File: config.mk
export PLATFORM = sky130hd
export DESIGN_NAME = readout_buffer_flat
export DESIGN_NICKNAME = d
export VERILOG_FILES = /design/src/rtl/camera_pkg.sv /design/src/rtl/readout_buffer_if.sv /design/src/rtl/readout_bank.sv /design/src/rtl/readout_buffer.sv /design/src/flat_wrapper.sv
export SDC_FILE = /design/constraint.sdc
export NUM_CORES = 1
export LEC_CHECK = 0
export CAP_MARGIN = 30
export CORE_MARGIN = 4
export CORE_UTILIZATION = 30
export DETAILED_ROUTE_END_ITERATION = 8
export GPL_TIMING_DRIVEN = 0
export HOLD_SLACK_MARGIN = 0.08
export PLACE_DENSITY_LB_ADDON = 0.25
export SLEW_MARGIN = 20
export SYNTH_ARGS = -nofsm -noshare
export SYNTH_HDL_FRONTEND = slang
export SYNTH_SLANG_ARGS = --single-unit
File: constraint.sdc
create_clock -name clk -period 7 [get_ports clk]
set_input_delay 1.4 -clock clk [delete_from_list [all_inputs] [get_ports clk]]
set_output_delay 1.4 -clock clk [all_outputs]
set_load 0.05 [all_outputs]
File: src/rtl/camera_pkg.sv
// Shared definitions for the camera readout path.
// Provides default geometry, the read-side state encoding and a helper that
// sizes the pixel index counter. No ports: imported by the other rtl files.
package camera_pkg;
    localparam int DEF_DATA_W = 8;
    localparam int DEF_N_COLS = 2;
    localparam int N_ROWS     = 2;

    typedef enum logic {
        RD_IDLE   = 1'b0,
        RD_STREAM = 1'b1
    } rd_state_t;

    // Ceiling log2, never less than 1 so a counter always has a bit.
    function automatic int clog2(input int value);
        int w;
        w = 1;
        for (int i = 1; i < 31; i++) begin
            if ((1 << i) < value) w = i + 1;
        end
        return w;
    endfunction

    // Width of the index that walks every pixel of one frame.
    function automatic int pix_idx_w(input int n_cols);
        return clog2(N_ROWS * n_cols);
    endfunction
endpackage

File: src/rtl/readout_buffer_if.sv
// Pixel stream towards the off-chip link.
//   out_data  : pixel value
//   out_valid : out_data/out_first/out_last are meaningful
//   out_ready : sink accepts the pixel
//   out_first : pixel is row 0, column 0
//   out_last  : pixel is row 1, last column
// Handshake: a pixel transfers on a rising clk edge where out_valid and
// out_ready are both 1. Once out_valid is raised the master holds data,
// first and last unchanged until the transfer happens; out_ready may
// change freely and has no combinational path to out_valid.
interface readout_buffer_if #(
    parameter int DATA_W = camera_pkg::DEF_DATA_W
) ();
    logic [DATA_W-1:0] out_data;
    logic              out_valid;
    logic              out_ready;
    logic              out_first;
    logic              out_last;

    modport master (
        output out_data,
        output out_valid,
        output out_first,
        output out_last,
        input  out_ready
    );

    modport slave (
        input  out_data,
        input  out_valid,
        input  out_first,
        input  out_last,
        output out_ready
    );
endinterface

File: src/rtl/readout_bank.sv
// Ping-pong frame store: 2 banks x N_ROWS rows x N_COLS words.
//   clk        : clock
//   i_wr_en    : write one full row this cycle
//   i_wr_bank  : bank to write
//   i_wr_row   : row to write
//   i_wr_data  : N_COLS words, column c at [c*DATA_W +: DATA_W]
//   i_rd_bank  : bank to read
//   i_rd_idx   : pixel index inside the frame (row*N_COLS + col)
//   o_rd_data  : combinational read of that pixel
module readout_bank
    import camera_pkg::*;
#(
    parameter int N_COLS = DEF_N_COLS,
    parameter int DATA_W = DEF_DATA_W,
    parameter int IDX_W  = pix_idx_w(DEF_N_COLS)
) (
    input  logic                     clk,
    input  logic                     i_wr_en,
    input  logic                     i_wr_bank,
    input  logic                     i_wr_row,
    input  logic [N_COLS*DATA_W-1:0] i_wr_data,
    input  logic                     i_rd_bank,
    input  logic [IDX_W-1:0]         i_rd_idx,
    output logic [DATA_W-1:0]        o_rd_data
);
    localparam int DEPTH = 2 * N_ROWS * N_COLS;
    localparam int AW    = clog2(DEPTH);

    logic [DATA_W-1:0] r_mem [DEPTH];
    logic [AW-1:0]     w_wr_base;
    logic [AW-1:0]     w_rd_addr;

    assign w_wr_base = AW'(i_wr_bank) * AW'(N_ROWS * N_COLS) + AW'(i_wr_row) * AW'(N_COLS);
    assign w_rd_addr = AW'(i_rd_bank) * AW'(N_ROWS * N_COLS) + AW'(i_rd_idx);

    // Storage carries no reset: bank occupancy is tracked by the top level.
    always_ff @(posedge clk) begin
        if (i_wr_en) begin
            for (int c = 0; c < N_COLS; c++) begin
                r_mem[w_wr_base + AW'(c)] <= i_wr_data[c*DATA_W +: DATA_W];
            end
        end
    end

    assign o_rd_data = r_mem[w_rd_addr];
endmodule

File: src/rtl/readout_buffer.sv
// Readout buffer between the exposure/readout controller and the link.
// Captures one row of column ADC words per adc rising edge into a ping-pong
// frame store and streams complete 2-row frames pixel by pixel.
//   clk, reset  : clock, synchronous active-high reset
//   nre1, nre2  : active-low row strobes (exactly one low selects the row)
//   adc         : capture strobe, one capture per high pulse
//   erase       : discards the partially captured frame
//   col_data    : column words, column c at [c*DATA_W +: DATA_W]
//   out_if      : pixel stream (master side)
//   overflow    : one-cycle pulse, completed frame dropped (no free bank)
//   row_error   : one-cycle pulse, illegal or duplicate row strobe
//   frame_count : frames fully delivered, wraps
//   rd_state    : read FSM state, for observation
module readout_buffer
    import camera_pkg::*;
#(
    parameter int N_COLS = DEF_N_COLS,
    parameter int DATA_W = DEF_DATA_W
) (
    input  logic                     clk,
    input  logic                     reset,
    input  logic                     nre1,
    input  logic                     nre2,
    input  logic                     adc,
    input  logic                     erase,
    input  logic [N_COLS*DATA_W-1:0] col_data,
    readout_buffer_if.master         out_if,
    output logic                     overflow,
    output logic                     row_error,
    output logic [7:0]               frame_count,
    output rd_state_t                rd_state
);
    localparam int                IDX_W    = pix_idx_w(N_COLS);
    localparam logic [IDX_W-1:0]  LAST_IDX = IDX_W'(N_ROWS * N_COLS - 1);

    logic             r_adc_d;
    logic [1:0]       r_mask;
    logic             r_wr_bank;
    logic             r_rd_bank;
    logic [1:0]       r_full;
    rd_state_t        r_state;
    logic [IDX_W-1:0] r_idx;
    logic             r_overflow;
    logic             r_row_error;
    logic [7:0]       r_frame_count;

    logic              w_cap;
    logic              w_row_ok;
    logic              w_row;
    logic              w_capture_ok;
    logic [1:0]        w_mask_set;
    logic              w_complete;
    logic              w_valid;
    logic              w_accept;
    logic              w_free;
    logic              w_bank_avail;
    logic              w_wr_en;
    logic [1:0]        w_full_next;
    rd_state_t         w_state_next;
    logic [IDX_W-1:0]  w_idx_next;
    logic [DATA_W-1:0] w_rd_data;

    assign w_cap        = adc && !r_adc_d;
    assign w_row_ok     = nre1 ^ nre2;
    assign w_row        = nre1;               // nre1 high with nre2 low selects row 1
    assign w_capture_ok = w_cap && !erase && w_row_ok;
    assign w_mask_set   = r_mask | (2'b01 << w_row);
    assign w_complete   = w_capture_ok && (w_mask_set == 2'b11);

    assign w_valid  = (r_state == RD_STREAM);
    assign w_accept = w_valid && out_if.out_ready;
    assign w_free   = w_accept && (r_idx == LAST_IDX);

    // The write bank is usable if empty or released by the reader this edge.
    // Rows aimed at a bank still being read are not stored, so an overflowing
    // frame never corrupts the frame being streamed.
    assign w_bank_avail = !r_full[r_wr_bank] || (w_free && (r_rd_bank == r_wr_bank));
    assign w_wr_en      = w_capture_ok && w_bank_avail;

    always_comb begin
        w_full_next = r_full;
        if (w_free) w_full_next[r_rd_bank] = 1'b0;
        if (w_complete && w_bank_avail) w_full_next[r_wr_bank] = 1'b1;
    end

    always_comb begin
        w_state_next = r_state;
        w_idx_next   = r_idx;
        case (r_state)
            RD_IDLE: begin
                if (r_full[r_rd_bank]) begin
                    w_state_next = RD_STREAM;
                    w_idx_next   = '0;
                end
            end
            RD_STREAM: begin
                if (w_accept) begin
                    if (r_idx == LAST_IDX) begin
                        w_idx_next   = '0;
                        w_state_next = r_full[~r_rd_bank] ? RD_STREAM : RD_IDLE;
                    end else begin
                        w_idx_next = r_idx + 1'b1;
                    end
                end
            end
            default: w_state_next = RD_IDLE;
        endcase
    end

    always_ff @(posedge clk) begin
        if (reset) begin
            r_adc_d       <= 1'b0;
            r_mask        <= 2'b00;
            r_wr_bank     <= 1'b0;
            r_rd_bank     <= 1'b0;
            r_full        <= 2'b00;
            r_state       <= RD_IDLE;
            r_idx         <= '0;
            r_overflow    <= 1'b0;
            r_row_error   <= 1'b0;
            r_frame_count <= 8'd0;
        end else begin
            r_adc_d <= adc;
            r_state <= w_state_next;
            r_idx   <= w_idx_next;
            r_full  <= w_full_next;
            if (w_free) begin
                r_rd_bank     <= ~r_rd_bank;
                r_frame_count <= r_frame_count + 8'd1;
            end
            if (erase || w_complete) r_mask <= 2'b00;
            else if (w_capture_ok)   r_mask <= w_mask_set;
            if (w_complete && w_bank_avail) r_wr_bank <= ~r_wr_bank;
            r_overflow  <= w_complete && !w_bank_avail;
            r_row_error <= w_cap && !erase && (!w_row_ok || r_mask[w_row]);
        end
    end

    readout_bank #(
        .N_COLS (N_COLS),
        .DATA_W (DATA_W),
        .IDX_W  (IDX_W)
    ) u_bank (
        .clk       (clk),
        .i_wr_en   (w_wr_en),
        .i_wr_bank (r_wr_bank),
        .i_wr_row  (w_row),
        .i_wr_data (col_data),
        .i_rd_bank (r_rd_bank),
        .i_rd_idx  (r_idx),
        .o_rd_data (w_rd_data)
    );

    assign out_if.out_valid = w_valid;
    assign out_if.out_data  = w_valid ? w_rd_data : '0;
    assign out_if.out_first = w_valid && (r_idx == '0);
    assign out_if.out_last  = w_valid && (r_idx == LAST_IDX);
    assign overflow         = r_overflow;
    assign row_error        = r_row_error;
    assign frame_count      = r_frame_count;
    assign rd_state         = r_state;
endmodule
File: src/flat_wrapper.sv
// flat-port wrapper written by rule: the top's interface ports become plain ports
module readout_buffer_flat import camera_pkg::*;
#(
    parameter int N_COLS = DEF_N_COLS,
    parameter int DATA_W = DEF_DATA_W
)
  (clk, reset, nre1, nre2, adc, erase, col_data, overflow, row_error, frame_count, rd_state, out_if_out_data, out_if_out_valid, out_if_out_first, out_if_out_last, out_if_out_ready);
  readout_buffer_if #(.DATA_W(DATA_W)) out_if_i ();
  input  logic clk;
  input  logic reset;
  input  logic nre1;
  input  logic nre2;
  input  logic adc;
  input  logic erase;
  input  logic [N_COLS*DATA_W-1:0] col_data;
  output logic overflow;
  output logic row_error;
  output logic [7:0] frame_count;
  output rd_state_t rd_state;
  output wire logic [$bits(out_if_i.out_data)-1:0] out_if_out_data;
  output wire logic [$bits(out_if_i.out_valid)-1:0] out_if_out_valid;
  output wire logic [$bits(out_if_i.out_first)-1:0] out_if_out_first;
  output wire logic [$bits(out_if_i.out_last)-1:0] out_if_out_last;
  input wire logic [$bits(out_if_i.out_ready)-1:0] out_if_out_ready;
  assign out_if_out_data = out_if_i.out_data;
  assign out_if_out_valid = out_if_i.out_valid;
  assign out_if_out_first = out_if_i.out_first;
  assign out_if_out_last = out_if_i.out_last;
  assign out_if_i.out_ready = out_if_out_ready;
  readout_buffer #(.N_COLS(N_COLS), .DATA_W(DATA_W)) u_core (.clk(clk), .reset(reset), .nre1(nre1), .nre2(nre2), .adc(adc), .erase(erase), .col_data(col_data), .out_if(out_if_i), .overflow(overflow), .row_error(row_error), .frame_count(frame_count), .rd_state(rd_state));
endmodule
==> results_dict.tcl, run 1 <==
set metrics [dict create \
    outcome "completed" \
    synth_area_mm2 0.00351 \
    cp-start-kind "register" \
    irDropWorstVdd_v 0.000161 \
    wl_per_cell_um 16.5 \
    grt_overflow_total 0 \
    start_util_pct 30.7 \
    numCtsBuffers 9 \
    cts_root_buffer "clkbuf_16" \
    crit-reg2reg-launch "u_core.r_idx[0]" \
    drc_errors 0 \
    critPathKind "register to output port" \
    nFillCells 1091 \
    io_pins 45 \
    path_clk_slew_ns 0.06 \
    r2r_cells 4 \
    final_max_slew_viol_count 0 \
    hold_ws_ns 0.520 \
    syn_inst 227 \
    cts_max_level 3 \
    arrival_ns 2.56 \
    ctsHoldBuffers 0 \
    cellLeakagePower_nw 1.43 \
    dp_slack_ns 3.37 \
    critPathCaptureType "output port" \
    max_freq_mhz 253 \
    avgSynthCellArea_um2 15.4 \
    fin_cells 433 \
    core.rowCount 39 \
    crit_slowest_cell "clkdlybuf4s50_1" \
    ctsResizeCount 0 \
    antenna_cells 0 \
    dp.cells 417 \
    final_util_pct 38.9 \
    rsz0062_at_grt "false" \
    avgViaCountPerCell 4.77 \
    vias 2067 \
    place.gp.congestion 0.751 \
    ys_seq_area_share_pct 66.2 \
    regToRegEndpoint "u_core.u_bank.r_mem[0][0]" \
    synth_nets 254 \
    ys_ff_latch 84 \
    finClkSkew_ns 0.00685 \
    areaGrowthSynthToFinish_pct 26.7 \
    die_h_um 116 \
    grt_pass1_vias 2162 \
    hp-start "u_core.frame_count[7]" \
    cts_max_path_buffers 2 \
    multi_input_area_mm2 0.00110 \
    postCtsSetupBuffers 0 \
    drive_above_1_share_pct 16.2 \
    ys_warn_count 0 \
    core_mm2 0.0114 \
    synth_flop_cell "edfxtp_1" \
    clk_latency_ns 0.34 \
    synth_edf_count 64 \
    cp.buffers_inverters 3 \
    cp_slowest_stage_delay_ns 0.84 \
    tightest_slew_ns 0.826 \
    path_max_fanout 10 \
    ff_latch_area_mm2 0.00232 \
    hold_path_class "register to register" \
    p_per_area_mw_per_mm2 229 \
    worst_slack_ns 3.04 \
    antenna_found_initial 0 \
    crit_chain "buf_2 -> buf_4 -> mux4_2 -> nand2_1 -> a21boi_1 -> clkdlybuf4s50_1" \
    hold_viol_final 0 \
    die-area_mm2 0.0135 \
    drt-pass1-iter-count 4 \
    grt_max_degree 17 \
    cap_violations 0 \
    hold_path_end "u_core.frame_count[7]" \
    ant_nets 0 \
    critPathRequiredTime_ns 5.60 \
    setup_viol 0 \
    hold_depth 2 \
    final_nets 312 \
    cts_tree "built" \
    grt_usage_pct 11.7 \
    portBuffers 43 \
    ys_async_sr_fraction_pct 0 \
    die_w_um 116 \
    crit_family "buffers and inverters" \
    finalCriticalPeriod_ns 3.96 \
    drt_iter0_markers 89 \
    maxSlewHeadroom_pct 45.0 \
    setup_tns_ns 0 \
    grt_pass1_wl_mm 11.5 \
    wl_mm 7.13 \
    r2r_slack_ns 4.78 \
    dpl.hpwl_mm 4.84 \
    min_period_over_period_pct 56.5 \
    cts_num_sinks 84 \
    yosysUniqueCellTypes 48 \
]
-- logic make-up after synthesis --
kind of cell | Yosys count | share of synthesized area, %
adder cells (fa/ha/maj) | 4 | 1.43
AO/OA/AOI/OAI | 30 | 5.89
multiplexers | 19 | 12.0
buffers and inverters | 15 | 2.68
XOR/XNOR | 5 | 1.25
flip-flops | 84 | 66.2
AND/OR/NAND/NOR | 70 | 10.5
-- worst reg2reg max path, stage by stage, from the launching register on --
cell and delay (ns):
dfxtp_1 0.39, ha_1 0.32, nand4b_1 0.21, a21oi_1 0.24
and2_1 0.70
-- sequential cells by signal, summed over array words and instances (netlist names) --
name and cells:
u_core.u_bank.r_mem 64, u_core.r_rd_bank 1, u_core.r_adc_d 1, u_core.r_full 2, u_core.row_error 1, u_core.r_mask 2
u_core.out_if.out_valid 1, u_core.r_wr_bank 1, u_core.r_idx 2, u_core.overflow 1, u_core.frame_count 8
-- per-stage QoR --
step	instance area, um2	power, mW
final	4440	1.02
after global routing	4440	1.05
after CTS	4440	1.03
after detailed placement	4160	0.581
after global placement	4120	0.580
after floorplan	3510	0.560
-- power breakdown --
group	switching, mW	internal (mW)	leakage (nW)
clock network	0.201	0.245	0.135
registers	0.000880	0.539	0.739
logic	0.0145	0.0150	0.557
-- cell type report --
class,instances,area share (%)
inverters,5,0.422
flip-flops and latches,84,52.3
repair buffers,47,10.5
multi-input cells,128,24.8
clock inverters,7,1.24
plain buffers,10,1.69
well taps,143,4.03
clock buffers,9,5.07
-- cell usage in the layout, fill, tap and decap left out, types with 2 or more instances in the layout --
cell / synthesis / routed
o221ai_1: 2 / 2
buf_6: 1 / 3
clkbuf_1: 3 / 3
or3_1: 2 / 2
and2_1: 3 / 3
dfxtp_1: 20 / 20
nand2_1: 27 / 27
nand3_1: 2 / 2
mux4_2: 8 / 8
a21oi_1: 8 / 8
buf_2: 2 / 2
o21ai_0: 3 / 3
mux2i_1: 2 / 2
edfxtp_1: 64 / 64
clkdlybuf4s50_1: 0 / 43
mux4_1: 8 / 8
nand3b_1: 2 / 2
a32oi_1: 2 / 2
nor2b_1: 4 / 3
xnor2_1: 4 / 4
clkbuf_16: 0 / 9
buf_4: 3 / 5
ha_1: 4 / 4
inv_1: 4 / 4
nor2_1: 12 / 11
nor3b_1: 2 / 2
inv_6: 0 / 4
a21boi_1: 7 / 7
nor3_1: 6 / 5
-- routing by layer --
layer	up-vias	track usage, %	wire length, um
li1	997	-	-
met1	1011	14.5	3190
met2	49	19.3	3490
met3	10	2.85	322
met4	0	5.80	136
met5	-	0	0
-- how the worst max path moves through the flow --
stage	start	endpoint	slack, ns	cells past startpoint
4_1_cts	u_core.r_idx[1]	out_if_out_data[6]	2.98	6
5_1_grt	u_core.r_idx[1]	out_if_out_data[7]	2.89	6
2_1_floorplan	u_core.out_if.out_valid	out_if_out_data[7]	3.30	3
3_5_place_dp	u_core.r_idx[1]	out_if_out_data[6]	3.37	6
6_report	u_core.r_idx[1]	out_if_out_data[2]	3.04	6
3_3_place_gp	out_if_out_ready	u_core.u_bank.r_mem[4][1]	2.13	5
-- Yosys cell counts (all sizes together) (2+ instances only) --
cell	number	area [um2]
nand3b	2	15.0
mux4	16	390
nand2	28	108
nor4	2	27.5
clkbuf	3	11.3
nor3	6	30.0
a32oi	2	17.5
nand3	3	20.0
xnor2	4	35.0
nor3b	2	15.0
edfxtp	64	1920
a21oi	9	48.8
inv	5	18.8
mux2i	2	20.0
ha	4	50.1
nor2b	4	25.0
dfxtp	20	400
nor2	12	45.0
and2	3	18.8
buf	7	63.8
a21boi	8	60.1
nand4	2	18.8
o221ai	2	17.5
or3	2	12.5
o21ai	4	23.8
Power figures use the tool's default switching activity.
==> inputs of run 2 (changes only) <==
==> constraint.sdc (replaced) <==
create_clock -name clk -period 3.9 [get_ports clk]
set_input_delay 0.78 -clock clk [delete_from_list [all_inputs] [get_ports clk]]
set_output_delay 0.78 -clock clk [all_outputs]
set_load 0.05 [all_outputs]
==> results of run 2 <==
Same layout as run 1 (identical final DEF). Status: completed.
Main changes from that run: setup slack after placement 3.37 ns -> 0.887 ns; setup slack after layout 3.04 ns -> 0.564 ns; register-to-register setup slack 4.78 ns -> 1.68 ns; total power 1.02 mW -> 1.82 mW; worst IR drop on VDD 0.000161 V -> 0.000289 V
